--- config.mk ---
export PLATFORM = sky130hd
export DESIGN_NAME = toy_bus_ack_rr_arb
export DESIGN_NICKNAME = d
export VERILOG_FILES = /design/src/rtl/toy_bus_ack_rr_arb.sv
export SDC_FILE = /design/constraint.sdc
export NUM_CORES = 1
export LEC_CHECK = 0
export BUFFER_PORTS_ARGS = -buffer_cell sky130_fd_sc_hd__buf_2
export CAP_MARGIN = 25
export CELL_PAD_IN_SITES_DETAIL_PLACEMENT = 1
export CELL_PAD_IN_SITES_GLOBAL_PLACEMENT = 2
export CORE_ASPECT_RATIO = 0.6
export CORE_MARGIN = 2
export CORE_UTILIZATION = 23
export CTS_BUF_LIST = sky130_fd_sc_hd__clkbuf_2 sky130_fd_sc_hd__clkbuf_4 sky130_fd_sc_hd__clkbuf_8
export DETAILED_ROUTE_END_ITERATION = 10
export PLACE_DENSITY_LB_ADDON = 0.1
export SLEW_MARGIN = 40
export SYNTH_ARGS = -nofsm -noshare
export SYNTH_HDL_FRONTEND = slang
export SYNTH_SLANG_ARGS = --single-unit
--- constraint.sdc ---
create_clock -name clk -period 2.1 [get_ports clk]
set_input_delay 0.105 -clock clk [delete_from_list [all_inputs] [get_ports clk]]
set_output_delay 0.105 -clock clk [all_outputs]
set_load 0.02 [all_outputs]
--- src/rtl/toy_bus_ack_rr_arb.sv ---
// Round-robin arbiter that merges four ToyBusAck requesters into one registered output.
// Latency: 1 cycle from input handshake to out0_vld; sustains 1 beat/cycle while out0_rdy=1.
// Backpressure: out0_rdy=0 with a held beat freezes the output and rr_ptr; all inK_rdy go low.
// Optional grant counters (cnt_clr, grant_cnt0..3) are built when TOY_BUS_ACK_ARB_STAT_EN is defined.
module toy_bus_ack_rr_arb #(
  parameter int DATA_W = 32,
  parameter int ID_W   = 4
) (
  input  logic              clk,
  input  logic              rst,
  input  logic              in0_vld,
  output logic              in0_rdy,
  input  logic              in0_opcode,
  input  logic [DATA_W-1:0] in0_data,
  input  logic [ID_W-1:0]   in0_src_id,
  input  logic [ID_W-1:0]   in0_tgt_id,
  input  logic              in1_vld,
  output logic              in1_rdy,
  input  logic              in1_opcode,
  input  logic [DATA_W-1:0] in1_data,
  input  logic [ID_W-1:0]   in1_src_id,
  input  logic [ID_W-1:0]   in1_tgt_id,
  input  logic              in2_vld,
  output logic              in2_rdy,
  input  logic              in2_opcode,
  input  logic [DATA_W-1:0] in2_data,
  input  logic [ID_W-1:0]   in2_src_id,
  input  logic [ID_W-1:0]   in2_tgt_id,
  input  logic              in3_vld,
  output logic              in3_rdy,
  input  logic              in3_opcode,
  input  logic [DATA_W-1:0] in3_data,
  input  logic [ID_W-1:0]   in3_src_id,
  input  logic [ID_W-1:0]   in3_tgt_id,
  output logic              out0_vld,
  input  logic              out0_rdy,
  output logic              out0_opcode,
  output logic [DATA_W-1:0] out0_data,
  output logic [ID_W-1:0]   out0_src_id,
  output logic [ID_W-1:0]   out0_tgt_id
`ifdef TOY_BUS_ACK_ARB_STAT_EN
  ,
  input  logic              cnt_clr,
  output logic [7:0]        grant_cnt0,
  output logic [7:0]        grant_cnt1,
  output logic [7:0]        grant_cnt2,
  output logic [7:0]        grant_cnt3
`endif
);

  // Payload is carried opaquely; opcode and tgt_id are never decoded here.
  typedef struct packed {
    logic              opcode;
    logic [DATA_W-1:0] data;
    logic [ID_W-1:0]   src_id;
    logic [ID_W-1:0]   tgt_id;
  } hdr_t;

  hdr_t       in_hdr [4];
  hdr_t       out_q;
  hdr_t       win_hdr;
  logic [3:0] vld_vec;
  logic [3:0] rdy_vec;
  logic [1:0] rr_ptr;
  logic [1:0] win;
  logic [1:0] idx;
  logic       win_vld;
  logic       can_load;
  logic       hs;

  assign vld_vec   = {in3_vld, in2_vld, in1_vld, in0_vld};
  assign in_hdr[0] = {in0_opcode, in0_data, in0_src_id, in0_tgt_id};
  assign in_hdr[1] = {in1_opcode, in1_data, in1_src_id, in1_tgt_id};
  assign in_hdr[2] = {in2_opcode, in2_data, in2_src_id, in2_tgt_id};
  assign in_hdr[3] = {in3_opcode, in3_data, in3_src_id, in3_tgt_id};

  // Pick the first valid requester starting at rr_ptr; scanning offsets high-to-low
  // lets the smallest offset overwrite the others and so take priority.
  always_comb begin
    win     = rr_ptr;
    win_vld = 1'b0;
    idx     = 2'd0;
    for (int i = 3; i >= 0; i--) begin
      idx = rr_ptr + 2'(i);
      if (vld_vec[idx]) begin
        win     = idx;
        win_vld = 1'b1;
      end
    end
  end

  // The output slot can take a new beat when empty or draining this cycle.
  // Reset gates the handshake so no requester sees rdy while rst is high.
  assign can_load = ~out0_vld | out0_rdy;
  assign hs       = can_load & win_vld & ~rst;
  assign rdy_vec  = hs ? (4'b0001 << win) : 4'b0000;
  assign win_hdr  = in_hdr[win];

  assign in0_rdy = rdy_vec[0];
  assign in1_rdy = rdy_vec[1];
  assign in2_rdy = rdy_vec[2];
  assign in3_rdy = rdy_vec[3];

  assign out0_opcode = out_q.opcode;
  assign out0_data   = out_q.data;
  assign out0_src_id = out_q.src_id;
  assign out0_tgt_id = out_q.tgt_id;

  // Output register and round-robin pointer; the pointer only moves on a handshake.
  always_ff @(posedge clk or posedge rst) begin
    if (rst) begin
      out0_vld <= 1'b0;
      out_q    <= '0;
      rr_ptr   <= 2'd0;
    end else if (hs) begin
      out0_vld <= 1'b1;
      out_q    <= win_hdr;
      rr_ptr   <= win + 2'd1;
    end else if (out0_vld && out0_rdy) begin
      out0_vld <= 1'b0;
    end
  end

`ifdef TOY_BUS_ACK_ARB_STAT_EN
  logic [7:0] grant_cnt [4];

  // Saturating per-requester grant counters; clear wins over a same-cycle grant.
  always_ff @(posedge clk or posedge rst) begin
    if (rst) begin
      for (int k = 0; k < 4; k++) grant_cnt[k] <= 8'd0;
    end else begin
      for (int k = 0; k < 4; k++) begin
        if (cnt_clr)
          grant_cnt[k] <= 8'd0;
        else if (rdy_vec[k] && grant_cnt[k] != 8'hFF)
          grant_cnt[k] <= grant_cnt[k] + 8'd1;
      end
    end
  end

  assign grant_cnt0 = grant_cnt[0];
  assign grant_cnt1 = grant_cnt[1];
  assign grant_cnt2 = grant_cnt[2];
  assign grant_cnt3 = grant_cnt[3];
`endif

endmodule
==> results.cfg <==
[grt]
grt_usage = 0.176
grt_pass1_vias = 4327
antenna_found_initial = 3
grt_max_degree = 48
gr-total-overflow = 0
grt_pass1_wl_um = 23800

[synthesis]
dominantRegCellSynth = dfrtp_1
synth.area.top_cells = dfrtp_1 30%, o211ai_1 16%, mux2i_1 11%
yosysUniqueCellTypes = 33
syn_avg_cell_area_um2 = 8.67
yosys.area_share.simple = 0.0428
synth_top_cell_area_share = 0.297
synthMuxAreaShare = 0.108
synth_cells = 428
synth_area_mm2 = 0.00371
synth_top_cells_by_count = 84 x inv_1, 81 x o211ai_1, 44 x dfrtp_1
synthAdderAreaFrac = 0
ys_warn_count = 0
yosysMostFrequentCell = inv_1
ys_seq_elements = 44
synth_top_family_by_area = compound AO/OA/AOI/OAI gates
syn_nets = 599
synth_edf_count = 0
async_flop_share = 1.00
synth-compound-area-share = 0.387
synth_xor_area_frac = 0
yosysTopAreaCell = dfrtp_1
yosysSeqAreaShare = 0.297

[cts]
cts_buffer_depth = 2
tritoncts = built
insertion_delay_ns = 0.31
cts_sinks = 44
ctsHtreeMaxLevel = 2
cts_root_buf = clkbuf_8
clkTransAtPathRegs_ns = 0.10
cts_buffers = 5

[timing]
whs_ns = 0.0944
rsz0062_at_grt = yes
finalSetupViolCount = 0
period_minus_slack_ns = 2.04
max_slew_margin = 0.605
hold_viol = 0
slew_viol_final = 0
skew_ns = 0.00550
fmax_mhz = 489
tightest_slew_ns = 0.592
fin_crit_sh = 0.973

[placed_design]
port-buffer-count = 216
dp_hpwl_um = 11500
place_area_mm2 = 0.00504
gp_congestion = 0.794

[worst_setup_path]
max_stage_delay_ns = 0.46
setup.worst_path.end_class = flip-flop
reg2reg_setup_slack_ns = 0.06
r2r-end = out0_data[29]
r2r_cells = 6
slowest_stage = dfrtp_2
worstPathArrival_ns = 2.29
crit_required_ns = 2.35
start_kind = flip-flop
path_cells = nor2b_4 > o22ai_1 > a222oi_1 > buf_4 > mux2i_1 > o22a_1
rr_startpoint = rr_ptr[0]
path_delay_family = compound AO/OA/AOI/OAI gates
path_max_fanout = 20
crit_buf_inv = 1
critical_path_class = reg2reg

[routing]
routed_via_density = 5.03
post-route-drc-count = 0
drt_first_pass_iters = 4
wl_um = 15700
drt_iter0_drc = 143
wl_per_cell_um = 18.8
vias = 4197
antenna_left = 0

[floorplanning]
core_area_mm2 = 0.0155
io_pins = 217
start_util = 0.239
fp.dieArea_mm2 = 0.0172
dieWidth_um = 168
die_h_um = 102
rows = 35

[power]
power_mw = 4.73
powerDensity_mw_per_mm2 = 894
p_leak_nw = 2.56
peakVddDrop_v = 0.000302

[worst_hold_path]
holdCritStartpoint = out0_rdy
hold_end = out0_vld
min_path_type = in2reg
whs_path_depth = 3

[finish]
drive_gt1_frac = 0.419
design_area_mm2 = 0.00529
nNetsFinal = 798
multi_input_area_mm2 = 0.00205
syn_to_final_growth_pct = 42.4
fillers = 1885
sequential_cell_area_mm2 = 0.00110

[status]
status = complete, no violations

[flow_run]
cap_violations = 0
==> tightest hold or removal path, stage by stage <==
cell and delay [ns]:
buf_2 0.07, nand2b_1 0.13, nand2b_1 0.06
==> area by class of cell <==
type	instances	share of cell area
Inverter	84	0.0597
Timing Repair Buffer	243	0.271
Sequential cell	44	0.209
Clock buffer	7	0.0182
Clock inverter	1	0.00568
Multi-Input combinational cell	249	0.387
Tap cell	203	0.0481
Antenna cell	3	0.00142
==> where the power goes <==
group	switching, mW	leakage (nW)	internal [mW]
Clock	0.348	0.0645	0.421
Sequential	0.167	0.490	1.11
Combinational	1.56	2.01	1.12
Total	2.07	2.56	2.66
==> cells in the final DEF, fill, tap and decap left out, types with 2 or more instances in the layout <==
cell,instances
clkbuf_8,7
buf_6,2
buf_2,215
o22ai_1,3
nor3_1,2
a21oi_4,2
nor2_1,9
buf_4,14
o21ai_0,3
buf_12,9
nand2b_1,4
inv_1,83
nor2b_1,3
diode_2,3
mux2i_1,40
o211ai_1,81
o22a_1,40
a21oi_1,2
o221ai_1,40
dfrtp_1,43
nand2_1,6
==> routing by layer <==
metal	track usage	wire length [um]	up-vias
met5	0	13	-
met3	0.0558	1200	4
met1	0.247	7780	2047
met4	0.0161	32	2
met2	0.273	6680	138
li1	-	-	2006
==> timing repair <==
action / 4_1_cts / 5_1_grt
pin swaps: 2 / 2
gates resized for setup: 1 / 9
setup buffers: 3 / 2
setup endpoints to repair: 3 / 20
hold buffers: 1 / 0
hold endpoints to repair: 21 / 0
cloned: 0 / 1
==> how the worst max path moves through the flow <==
stage	slack, ns	to	from	cells past startpoint
final	0.06	out0_data[29]	rr_ptr[0]	6
after floorplan	0.32	in0_rdy	rr_ptr[0]	7
after global routing	-0.03	out0_data[29]	rr_ptr[0]	6
after CTS	0.005	in3_rdy	rr_ptr[1]	7
after detailed placement	0.04	out0_data[29]	rr_ptr[0]	6
after global placement	0.17	out0_data[29]	rr_ptr[0]	6
==> logic make-up (layout without fill, tap and decap cells) <==
| logic type | after synthesis | in the layout |
|---|---|---|
| other cells | 0 | 3 |
| compound gates | 177 | 177 |
| buf+inv | 135 | 335 |
| simple gates | 32 | 32 |
| flops | 44 | 44 |
| mux | 40 | 40 |
==> registers in the layout, indices dropped and copies added, names as in the netlist <==
signal / count
out0_data: 32
out0_src_id: 4
out0_vld: 1
rr_ptr: 2
out0_tgt_id: 4
out0_opcode: 1
==> stage by stage <==
stage          worst slack (ns)  TNS [ns]   util  std cells
2_1_floorplan             0.322         0      -        428
3_3_place_gp              0.169         0  0.324        816
3_5_place_dp             0.0411         0  0.324        816
4_1_cts                 0.00499         0  0.335        828
5_1_grt                 -0.0305   -0.0766  0.340        832
6_report                 0.0560         0  0.340        834
(Power assumes the default switching activity.)
